===== src/rtl/hdlc_rx_channel.sv =====
// HDLC receive front end: flag/abort detection, zero removal, LSB-first byte assembly and framing.
// Defining HDLC_RX_FCS_CHECK_EN adds a CRC-16 (x^16+x^15+x^2+1) residue check at end of frame.
module hdlc_rx_channel #(
  parameter int unsigned MAX_FRAME_BYTES = 128,
  parameter int unsigned MIN_FRAME_BYTES = 2
) (
  input  logic       Clk,
  input  logic       Rst,
  input  logic       Rx,
  input  logic       RxEN,
  input  logic       Rx_FCSen,
  output logic       Rx_FlagDetect,
  output logic       Rx_AbortDetect,
  output logic       Rx_ValidFrame,
  output logic [7:0] Rx_Data,
  output logic       Rx_WrBuff,
  output logic       Rx_EoF,
  output logic       Rx_AbortSignal,
  output logic       Rx_FrameError,
  output logic       Rx_Overflow,
  output logic       Rx_FCSerr,
  output logic [7:0] Rx_ByteCount
);
  localparam logic [7:0] MAX_B = 8'(MAX_FRAME_BYTES);
  localparam logic [7:0] MIN_B = 8'(MIN_FRAME_BYTES);

  typedef enum logic [1:0] {IDLE, START, DATA} state_t;
  state_t state, state_next;

  logic [7:0] win;
  logic [7:0] fmask;
  logic [2:0] ones;
  logic [2:0] bit_cnt;
  logic       flag_match, abort_match, exit_bit, exit_flag, stuffed, kept;
  logic       frame_start, frame_end, frame_abort, byte_done, fcs_bad;

  assign flag_match  = (win == 8'b0111_1110);
  assign abort_match = (win == 8'b1111_1110);
  assign exit_bit    = win[0];
  // fmask tracks which window positions belong to a matched flag/abort so those bits never reach data
  assign exit_flag   = flag_match | abort_match | fmask[0];
  assign stuffed     = (ones >= 3'd5) && !exit_bit;
  assign kept        = RxEN && (state != IDLE) && !exit_flag && !stuffed;
  assign byte_done   = kept && !frame_start && (bit_cnt == 3'd7) && !frame_end && !frame_abort;
  assign Rx_ValidFrame = (state == DATA);

  always_ff @(posedge Clk or negedge Rst) begin
    if (!Rst) state <= IDLE;
    else      state <= state_next;
  end

  always_comb begin
    state_next  = state;
    frame_start = 1'b0;
    frame_end   = 1'b0;
    frame_abort = 1'b0;
    if (!RxEN) begin
      state_next = IDLE;
    end else begin
      case (state)
        IDLE:  if (Rx_FlagDetect) state_next = START;
        START: begin
          if (Rx_AbortDetect) state_next = IDLE;
          else if (kept) begin
            state_next  = DATA;
            frame_start = 1'b1;
          end
        end
        DATA: begin
          if (Rx_AbortDetect) begin
            state_next  = IDLE;
            frame_abort = 1'b1;
          end else if (Rx_FlagDetect) begin
            state_next = START;
            frame_end  = 1'b1;
          end
        end
        default: state_next = IDLE;
      endcase
    end
  end

`ifdef HDLC_RX_FCS_CHECK_EN
  logic [15:0] crc, crc_in;
  logic        crc_fb;
  assign crc_in  = frame_start ? '0 : crc;
  assign crc_fb  = exit_bit ^ crc_in[15];
  assign fcs_bad = Rx_FCSen && (crc != '0);

  always_ff @(posedge Clk or negedge Rst) begin
    if (!Rst)      crc <= '0;
    else if (kept) crc <= {crc_in[14:0], 1'b0} ^ (crc_fb ? 16'h8005 : 16'h0000);
  end
`else
  logic unused_fcsen;
  assign unused_fcsen = Rx_FCSen;
  assign fcs_bad      = 1'b0;
`endif

  always_ff @(posedge Clk or negedge Rst) begin
    if (!Rst) begin
      win            <= '1;
      fmask          <= '0;
      ones           <= '0;
      bit_cnt        <= '0;
      Rx_FlagDetect  <= 1'b0;
      Rx_AbortDetect <= 1'b0;
      Rx_Data        <= '0;
      Rx_WrBuff      <= 1'b0;
      Rx_EoF         <= 1'b0;
      Rx_AbortSignal <= 1'b0;
      Rx_FrameError  <= 1'b0;
      Rx_Overflow    <= 1'b0;
      Rx_FCSerr      <= 1'b0;
      Rx_ByteCount   <= '0;
    end else begin
      win            <= {Rx, win[7:1]};
      fmask          <= {1'b0, fmask[7:1] | {7{flag_match | abort_match}}};
      Rx_FlagDetect  <= flag_match;
      Rx_AbortDetect <= abort_match;
      Rx_WrBuff      <= 1'b0;
      Rx_EoF         <= 1'b0;

      if (state == IDLE || exit_flag || !exit_bit) ones <= '0;
      else if (ones != 3'd7)                       ones <= ones + 3'd1;

      if (kept) begin
        Rx_Data <= {exit_bit, Rx_Data[7:1]};
        bit_cnt <= frame_start ? 3'd1 : bit_cnt + 3'd1;
      end

      if (frame_start) begin
        Rx_AbortSignal <= 1'b0;
        Rx_FrameError  <= 1'b0;
        Rx_Overflow    <= 1'b0;
        Rx_FCSerr      <= 1'b0;
        Rx_ByteCount   <= '0;
      end

      if (byte_done) begin
        if (Rx_ByteCount >= MAX_B) begin
          Rx_Overflow <= 1'b1;
        end else begin
          Rx_WrBuff    <= 1'b1;
          Rx_ByteCount <= Rx_ByteCount + 8'd1;
        end
      end

      if (frame_abort) begin
        Rx_EoF         <= 1'b1;
        Rx_AbortSignal <= 1'b1;
      end else if (frame_end) begin
        Rx_EoF        <= 1'b1;
        Rx_FrameError <= (bit_cnt != 3'd0) || (Rx_ByteCount < MIN_B);
        Rx_FCSerr     <= fcs_bad;
      end
    end
  end
endmodule


===== config.mk =====
export PLATFORM = sky130hd
export DESIGN_NAME = hdlc_rx_channel
export DESIGN_NICKNAME = d
export VERILOG_FILES = /design/src/rtl/hdlc_rx_channel.sv
export SDC_FILE = /design/constraint.sdc
export NUM_CORES = 1
export LEC_CHECK = 0
export CAP_MARGIN = 20
export CORE_MARGIN = 4
export CORE_UTILIZATION = 40
export CTS_CLUSTER_SIZE = 24
export DETAILED_ROUTE_END_ITERATION = 10
export GPL_TIMING_DRIVEN = 1
export SKIP_LAST_GASP = 1
export SLEW_MARGIN = 20
export SYNTH_ARGS = -nofsm -noshare
export SYNTH_HDL_FRONTEND = slang
export SYNTH_SLANG_ARGS = --single-unit

===== constraint.sdc =====
create_clock -name Clk -period 1.6 [get_ports Clk]
set_input_delay 0.32 -clock Clk [delete_from_list [all_inputs] [get_ports Clk]]
set_output_delay 0.32 -clock Clk [all_outputs]
set_load 0.03 [all_outputs]

== Word-level counts from Yosys, hierarchy flattened ==
Index checks and enable logic that the tools add are counted.
Word-level totals
  logic and storage cells: 91
  register bits: 47
Cells by class
  reduce and logical (&&, ||, !) cells: 22
  bitwise gates (word level): 3
  eq/ne operators: 7
  $lt $le $gt $ge: 3
  $add $sub $neg: 3
  mux-type cells: 38
Operators by type and width (number)
  1-bit two-way mux: 26
  8-bit two-way mux: 3
  2-bit two-way mux: 5
  3-bit two-way mux: 3
  8-bit by 1-bit adder with 8-bit output, second input constant: 1
  8-bit by 7-bit == test with 1-bit output, second input constant: 1
  8-bit == test, second input constant: 1
  8-bit greater-or-equal comparator, second input constant: 1
  1-bit logical AND: 8
  8-bit by 2-bit < comparator with 1-bit output, second input constant: 1
  6-bit by 7-bit OR with 7-bit output: 1
  3-bit by 1-bit adder with 3-bit output, second input constant: 2
  1-bit logical NOT: 6
  2-bit case mux with 3 select lines: 1
  2-bit nonzero test: 3
  4-bit != test, second input constant: 1
  3-bit == test, second input constant: 1
  3-bit greater-or-equal comparator, second input constant: 1
  1-bit logical OR: 3
  3-bit != test, second input constant: 1
  3-bit nonzero test: 1
  2-bit by 1-bit == test with 1-bit output, second input constant: 1
  2-bit == test, second input constant: 1
  2-bit logical NOT: 1
  1-bit OR: 2

== Logic depth before layout (Yosys ltp) ==
Gate-level depths: netlist (run 1).
  word-level depth: 16
  mapped depth: 9

== Least setup slack after synthesis (run 1) ==
Ideal clock, no wire load.
  path type: reg-to-reg
  start: register Rx_FlagDetect
  end: register Rx_ByteCount[3]
  cell stages (with the launch flop): 6
  setup slack: -0.083 ns
  arrival: 1.562 ns
  buffers on the path: 0
  library setup time: 0.121 ns
  cells stage by stage: dfrtp_1 or2_2 a21oi_2 and4_1 o21ai_0 a22o_1
Between the ends
  word-level cells in the longest chain between the ends: 8
RTL lines
  start: declaration: line 12  | output logic Rx_FlagDetect,
  start signal: assignment: line 119  | Rx_FlagDetect <= flag_match;
  1-bit two-way mux: line 73  | end else if (Rx_FlagDetect) begin
  1-bit two-way mux: line 70  | if (Rx_AbortDetect) begin
  1-bit two-way mux: line 60  | case (state)
  1-bit two-way mux: line 57  | if (!RxEN) begin
  1-bit logical NOT: line 44  | assign byte_done = kept && !frame_start && (bit_cnt == 3'd7) && !frame_end && !frame_abort;
  1-bit logical AND (2 in series): line 44
  8-bit two-way mux: line 140  | if (byte_done) begin
  end signal: assignment: line 145  | Rx_ByteCount <= Rx_ByteCount + 8'd1;
  end: declaration: line 22  | output logic [7:0] Rx_ByteCount
No other way between the ends.
A chain may end at the register's enable or synchronous reset.

== Final worst setup path (run 1) ==
  start: register win[0]
  end: register Rx_ByteCount[0]
Between the ends
  word-level cells in the longest chain between the ends: 16
RTL lines
  start: declaration: line 30  | logic [7:0] win;
  start signal: assignment: line 117  | win <= {Rx, win[7:1]};
  8-bit by 7-bit == test with 1-bit output or 8-bit == test (tied branches): line 37, 38
  1-bit OR (2 in series): line 41  | assign exit_flag = flag_match | abort_match | fmask[0];
  1-bit logical NOT: line 43  | assign kept = RxEN && (state != IDLE) && !exit_flag && !stuffed;
  1-bit logical AND: line 43
  1-bit logical AND (*): line 43
  1-bit two-way mux: line 64  | else if (kept) begin
  1-bit two-way mux: line 63  | if (Rx_AbortDetect) state_next = IDLE;
  1-bit two-way mux: line 60
  1-bit two-way mux: line 57
  1-bit logical NOT: line 44
  1-bit logical AND (4 in series): line 44
  8-bit two-way mux (*): line 140
Mark *: on every way between the ends. The rest lies on a longest branch, timed or not.

==> summary.txt, run 1 <==
Timing
  • Worst Max-Slew Pin Slew: between 0.5 and 0.6 ns
  • Number of setup violations in the final report: 25
  • Final slew viol count: 0
  • Final hold vios: 0
  • RSZ-0062 raised after global routing: yes
  • Final worst slack: -0.1333 ns
  • Minimum clock period: roughly 1.7 ns
  • Share of the cycle needed by the critical path after routing: 108.3%
  • Post-route clock skew: between 0.002 and 0.0025 ns
  • FMAX: 0.5769 GHz
  • Max-slew headroom at the worst pin: between 60% and 70%

Critical path
  • Worst setup path class: flip-flop to flip-flop
  • Worst setup SP type: flip-flop
  • Maximum fanout count along the critical path: 6
  • Arrival time of the worst setup path: slightly below 2 ns
  • Critical Path RT: 1.79 ns
  • Endpoint type of the worst setup path: flip-flop

Synthesis
  • Cell type contributing the most total cell area after synthesis: sky130_fd_sc_hd__dfrtp_1
  • Net count after synthesis: ~190
  • Share of the yosys chip area belonging to registers: 59.51%
  • Count of state elements after synthesis: 47
  • Number of flops mapped to enable cells by yosys: 0
  • Proportion of register bits with asynchronous set or reset after synthesis: between 90% and 100%
  • Ranking of synthesized cells by instance count: sky130_fd_sc_hd__dfrtp_1 (39), sky130_fd_sc_hd__nand2_1 (31), sky130_fd_sc_hd__o21ai_0 (11), sky130_fd_sc_hd__nor2_1 (9)
  • Synth cell types: 40
  • Mean area per synthesized cell: about 11 um2
  • Top FF cell, synth: sky130_fd_sc_hd__dfrtp_1
  • Yosys warnings: 0
  • Cells taking the most area after synthesis: sky130_fd_sc_hd__dfrtp_1 (49%), sky130_fd_sc_hd__dfstp_2 (11%), sky130_fd_sc_hd__nand2_1 (5.8%)
  • Synth Cell Area: between 1500 and 2000 um2
  • Synth Instances: 181
  • Most used standard cell by instance count after synthesis: sky130_fd_sc_hd__dfrtp_1
  • Post-synth top area share: approximately half

Clock network
  • Root Buffer: sky130_fd_sc_hd__clkbuf_8
  • Clock transition at the registers of the reported paths: ~0.090 ns
  • Longest Clk Path Bufs: 2
  • TritonCTS clock tree: yes
  • H-tree depth: 2
  • Sink Count: 47
  • CTS buffer count: 5
  • Insertion delay of the later-clocked pin in the worst-skew pair: ~0.30 ns

Route
  • Via/cell ratio: ~5
  • DRT Pass-1 Iters: 4
  • Routed wire length: around 4500 um
  • Iter 0 DRT Violations: 56
  • Total number of vias: approximately 1,600
  • Routed WL per cell: about 14 um
  • Met3 WL post-DR: 190 um
  • Metal1 wirelength: 1884 um
  • Antenna viol nets, final: 0
  • DRC viols: 0
  • Top layer used by detailed routing: met4
  • Length of routed met2 wiring: 2309 um

Final layout
  • Layout area overhead: 40.24%
  • Fraction of final layout cells with drive strength greater than 1: between 30% and 40%
  • Register area: around 1200 um2
  • Area of the multi-input gates: 878.3 um2
  • Final Non-Filler Cells: between 300 and 400
  • Total Nets Final: 260
  • FILL cells: about 420
  • Antenna Diode Count: 0

Place
  • Last weighted congestion value of the routability-driven placer: about 0.89
  • HPWL reported at the end of detailed placement: between 3000 and 4000 um
  • Placed cell count: between 200 and 300
  • Port Buf Inserts: 28

Hold path
  • Type of the worst min-delay path: flip-flop to flip-flop

Floorplanning
  • Die height: approximately 79 um
  • Die Area: just over 6000 um2
  • Number of ports placed on the die boundary: 30
  • FP Rows: 25
  • Floorplan die width: about 79 um
  • Starting density of the core: a little over two fifths
  • Core Region: 4786 um2

Global route
  • Maximum number of pins on one net before global-route repair: 28
  • Initial antenna violation count: 0
  • GR Overflow Total: 0
  • Global-route wire length before repair: between 7000 and 8000 um
  • GRT Util Overall: 15.76%
  • Vias in the first global route: ~1,700

Power
  • Maximum resistive drop on vdd: between 400 and 500 uV
  • Total leakage power: 1.437 nW
  • Power after layout: 2.161 mW
  • Pwr per Cell Area: between 700 and 800 nW/um2

Run status
  • Violated checks: negative setup slack
  • Status: complete, but fails checks

Flow run
  • Number of maximum-capacitance constraint violations: 0
-- report_power, final --
group	total (mW)	internal, mW	switching, mW
clock	0.730	0.316	0.413
combinational	0.170	0.0764	0.0933
sequential	1.26	1.24	0.0263
total	2.16	1.63	0.533
-- placed cells by master, fill, tap and decap left out, drive strengths merged, types with 3 or more instances in the layout --
master / n
nor2: 11
or2: 7
buf: 35
o31ai: 4
a21oi: 4
dlygate4sd2: 23
and2: 4
nor3: 4
a31oi: 5
inv: 9
clkbuf: 5
nand2: 31
dfrtp: 39
and3: 4
ha: 8
dfstp: 8
nand3b: 3
nand3: 5
o21ai: 11
-- cell type report --
cell class / count / area share [%]
timing repair buffer: 62 / 18.80
clock inverter: 3 / 0.8057
multi-input combinational: 124 / 31.42
clock buffer: 5 / 2.462
inverter: 7 / 0.9400
sequential: 47 / 42.57
tap: 67 / 2.999
-- worst max-delay path, stage by stage, from the launching register on --
cell                       delay [ns]
sky130_fd_sc_hd__dfstp_2         0.54
sky130_fd_sc_hd__nand3b_1        0.17
sky130_fd_sc_hd__nor2_4          0.07
sky130_fd_sc_hd__buf_6           0.12
sky130_fd_sc_hd__nor3_4          0.30
sky130_fd_sc_hd__o21ai_1         0.16
sky130_fd_sc_hd__mux2_2          0.28
-- per-stage QoR --
step                cell area (um2)  setup TNS, ns  setup WS, ns  utilization, %  hold slack, ns
finish                         2795         -1.769       -0.1333           58.41          0.3716
global route                   2795         -3.745       -0.2421           58.41          0.3655
CTS                            2743         -1.474       -0.1310           57.31          0.3707
detailed placement             2547         -7.852       -0.3693           53.23          0.3112
global placement               2547         -6.890       -0.3151           53.23          0.3059
floorplan                      2007        -0.1683      -0.07489               -         0.02441
-- final timing paths --
| path | startpoint | depth (start not counted) | slack [ns] | to |
|---|---|---|---|---|
| worst max-delay path | win[0] | 6 | -0.13 | Rx_ByteCount[0] |
| worst min-delay path | win[4] | 0 | 0.37 | win[3] |
| worst max register to register | win[0] | 6 | -0.13 | Rx_ByteCount[0] |
| worst min register to register | win[4] | 0 | 0.37 | win[3] |
| max in group asynchronous | Rst | 3 | 0.50 | win[1] |
| min in group asynchronous | Rst | 2 | 0.51 | Rx_ByteCount[2] |
-- per-layer routing --
metal | up-vias | track usage (%)
met1 | 763 | 17.65
li1 | 757 | -
met5 | - | 0
met4 | 0 | 8.217
met3 | 13 | 4.472
met2 | 35 | 27.08
-- flip-flops by register name, indices dropped and copies added (netlist names) --
signal and cells:
Rx_ByteCount 8, Rx_Data 8, win 8, fmask 7, bit_cnt 3, ones 3
state 2, Rx_AbortDetect 1, Rx_AbortSignal 1, Rx_EoF 1, Rx_FCSerr 1, Rx_FlagDetect 1
Rx_FrameError 1, Rx_Overflow 1, Rx_WrBuff 1
-- kinds of logic after synthesis --
logic type / Yosys count / synth area share (%)
AOI/OAI and AO/OA: 31 / 10.17
and+or+nand+nor: 81 / 20.90
DFF: 47 / 59.51
adders and majority gates: 8 / 5.022
xor gates and xnor gates: 1 / 0.4395
muxes: 2 / 1.067
buffers and inverters: 11 / 2.887
-- repair_timing --
action / 4_1_cts / 5_1_grt
hold endpoints to repair: 20 / 0
setup endpoints to repair: 49 / 26
pin swaps: 12 / 12
gates cloned: 1 / 0
gates resized for setup: 47 / 15
buffers inserted: 6 / 3
hold buffers: 1 / 0
(Power assumes the default switching activity.)
==> run 2, diff against run 1 <==
--- a/config.mk
+++ b/config.mk
@@ -7,10 +7,11 @@
 export LEC_CHECK = 0
 export CAP_MARGIN = 20
 export CORE_MARGIN = 4
-export CORE_UTILIZATION = 40
+export CORE_UTILIZATION = 53
 export CTS_CLUSTER_SIZE = 24
 export DETAILED_ROUTE_END_ITERATION = 10
 export GPL_TIMING_DRIVEN = 1
+export PLACE_DENSITY = 0.78
 export SKIP_LAST_GASP = 1
 export SLEW_MARGIN = 20
 export SYNTH_ARGS = -nofsm -noshare
==> constraint.sdc (replaced) <==
create_clock -name Clk -period 1.9 [get_ports Clk]
set_input_delay 0.38 -clock Clk [delete_from_list [all_inputs] [get_ports Clk]]
set_output_delay 0.38 -clock Clk [all_outputs]
set_load 0.03 [all_outputs]
==> run 2 against run 1 <==
Compared with the run above: critical path type is now flip-flop to output pin; sequential power shrank 15%; flip-flop and latch count is the same; the run now ends clean; setup slack gained 0.18 ns; critical endpoint is now Rx_ByteCount[3].
==> summary.txt, run 2 (synthesis gave the netlist of run 1 again) <==
Hold path
  • Type of the worst min-delay path: primary input to async pin

Floorplanning
  • Number of ports placed on the die boundary: 30 (unchanged)
  • Floorplan die width: 69.33 um (-12%)
  • Core Region: 3661 um2 (-24%)
  • Starting density of the core: 54.44% (+13 points)
  • FP Rows: 22 (-12%)
  • Die Area: 4806 um2 (-22%)
  • Die height: 69.33 um (-12%)

Run status
  • Status: complete, no violations

Clock network
  • Longest Clk Path Bufs: 2 (unchanged)
  • Sink Count: 47 (unchanged)
  • Clock transition at the registers of the reported paths: 0.09 ns (about the same)
  • CTS buffer count: 5 (unchanged)
  • Insertion delay of the later-clocked pin in the worst-skew pair: 0.30 ns (about the same)
  • Root Buffer: sky130_fd_sc_hd__clkbuf_8
  • TritonCTS clock tree: yes
  • H-tree depth: 2 (unchanged)

Route
  • Routed WL per cell: 14.52 um (+1.5%)
  • Via/cell ratio: 5.401 (+8.5%)
  • Iter 0 DRT Violations: 105 (+88%)
  • Total number of vias: 1,480 (-5.6%)
  • DRC viols: 0 (unchanged)
  • DRT Pass-1 Iters: 4 (unchanged)
  • Routed wire length: 3979 um (-12%)
  • Antenna viol nets, final: 0 (unchanged)

Global route
  • Initial antenna violation count: 0 (unchanged)
  • GR Overflow Total: 0 (unchanged)
  • Global-route wire length before repair: 6679 um (-11%)
  • Maximum number of pins on one net before global-route repair: 25 (-11%)
  • Vias in the first global route: 1,491 (-12%)
  • GRT Util Overall: 17.46% (+1.7 points)

Final layout
  • Most frequent cells in the layout: sky130_fd_sc_hd__dfrtp_1 (39), sky130_fd_sc_hd__nand2_1 (31), sky130_fd_sc_hd__clkdlybuf4s50_1 (23)
  • Antenna Diode Count: 0 (unchanged)
  • Final Non-Filler Cells: 274 (-13%)
  • Layout area overhead: 26.18%
  • Fraction of final layout cells with drive strength greater than 1: 19.91% (-16 points)
  • Total Nets Final: 238 (-8.5%)
  • FILL cells: 262 (-37%)
  • Registers with the highest flip-flop counts: Rx_ByteCount (8), Rx_Data (8), win (8)
  • Most common cell after layout, fill and taps aside: sky130_fd_sc_hd__dfrtp_1

Critical path
  • Worst setup SP type: flip-flop
  • Ordered list of cells on the worst path: clkdlybuf4s50_1
  • Delay-heaviest family, CP: buffers and inverters
  • Maximum fanout count along the critical path: 7 (+1)
  • Endpoint type of the worst setup path: output pin
  • Number of buffer and inverter stages on the critical path: 1 (unchanged)
  • Arrival time of the worst setup path: 1.47 ns (-0.46 ns)
  • Slowest cell on crit path: sky130_fd_sc_hd__clkdlybuf4s50_1
  • Stage delay of the slowest cell on the critical path: 0.71 ns (+0.17 ns)
  • Worst setup path class: flip-flop to output pin
  • Critical Path RT: 1.52 ns (-0.27 ns)

Flow run
  • Number of maximum-capacitance constraint violations: 0 (unchanged)

Place
  • Last weighted congestion value of the routability-driven placer: 0.8596 (-3.4%)
  • HPWL reported at the end of detailed placement: 2865 um (-11%)
  • Worst slack at placement: -0.1174 ns (+0.2518 ns)
  • Placed cell count: 264 (-12%)
  • Port Buf Inserts: 28 (unchanged)

Power
  • Cell-internal power: 1.350 mW (-17%)
  • Total net switching power: 415.3 uW (-22%)
  • Pwr per Cell Area: 702.0 nW/um2 (-9.2%)
  • Switching share of total power: 23.53% (-1.1 points)
  • Power after layout: 1.765 mW (-18%)
  • Total leakage power: 1.257 nW (-13%)
  • Clk pwr share: 33.0% (-0.8 points)
  • Sequential cell fraction of total power: 60.4% (+2.0 points)
  • Maximum resistive drop on vdd: 611.0 uV (+43%)
  • Portion of total power attributed to combinational logic: 6.6% (-1.3 points)

Timing
  • Number of setup violations in the final report: 0 (-100%)
  • Hold WS: 0.06213 ns (-0.3095 ns)
  • FMAX: 0.5409 GHz
  • Post-route clock skew: 0.01439 ns (+0.01220 ns)
  • Max-slew headroom at the worst pin: 62.00% (-4.4 points)
  • Final slew viol count: 0 (unchanged)
  • Final worst slack: 0.05126 ns (+0.1846 ns)
  • Share of the cycle needed by the critical path after routing: between 90% and 100%
  • Worst Max-Slew Pin Slew: 0.5700 ns (+0.06553 ns)
  • Final hold vios: 0 (unchanged)
  • Minimum clock period: between 1.5 and 2 ns
[run 2: stage by stage]
step / cell area [um2] / util (%) / setup TNS [ns]
floorplan: 1993 / - / 0
global placement: 2392 / 65.35 / -0.3020
detailed placement: 2392 / 65.35 / -1.061
CTS: 2477 / 67.67 / 0
global route: 2515 / 68.69 / -0.005470
finish: 2515 / 68.69 / 0
[run 2: power by group through the flow]
stage / Sequential (mW) / Combinational [mW] / Clock, mW
final: 1.07 / 0.116 / 0.582
after global placement: 1.08 / 0.105 / 0
after detailed placement: 1.09 / 0.118 / 0
after floorplan: 1.09 / 0.0495 / 0
after global routing: 1.07 / 0.131 / 0.647
after CTS: 1.07 / 0.118 / 0.604
[run 2: path summary, 6_finish.rpt]
| check | slack (ns) | from | cells past startpoint | to |
|---|---|---|---|---|
| min | 0.06 | Rst | 1 | Rx_ByteCount[7] |
| max | 0.05 | Rx_ByteCount[3] | 1 | Rx_ByteCount[3] |
| min reg2reg | 0.37 | win[7] | 0 | win[6] |
| max reg2reg | 0.10 | ones[0] | 7 | Rx_ByteCount[3] |
| max in group asynchronous | 1.23 | Rst | 2 | win[7] |
| min in group Clk | 0.37 | win[7] | 0 | win[6] |
[run 2: area by class of cell]
class	count	area (um2)	area share, %
repair buffers	41	391.6	15.57
multi-input cells	123	764.5	30.40
inverters	7	26.28	1.045
flip-flops and latches	47	1186	47.16
clock inverters	2	13.76	0.5473
clock buffers	6	72.57	2.886
well taps	48	60.06	2.388
[run 2: what timing repair did]
item,in CTS,in global routing
resized for setup,1,8
setup endpoints to repair,1,23
pin swaps,0,0
hold buffers,0,0
buffers inserted,0,2
endpoints found under the hold margin,0,0
cloned,0,0
[run 2: layer usage]
metal | wire length [um] | share of wire, % | global-route usage, %
met5 | 0 | 0 | 0
met4 | 69 | 1.7 | 9.544
met3 | 150 | 3.8 | 3.768
met2 | 2030 | 51 | 29.45
met1 | 1727 | 43 | 20.67
==> run 3, diff against run 2 <==
--- a/config.mk
+++ b/config.mk
@@ -13,7 +13,6 @@
 export GPL_TIMING_DRIVEN = 1
 export PLACE_DENSITY = 0.78
 export SKIP_LAST_GASP = 1
-export SLEW_MARGIN = 20
 export SYNTH_ARGS = -nofsm -noshare
 export SYNTH_HDL_FRONTEND = slang
 export SYNTH_SLANG_ARGS = --single-unit
==> results of run 3 <==
Same layout as run 2: the final DEF is identical, and so are final timing and power.
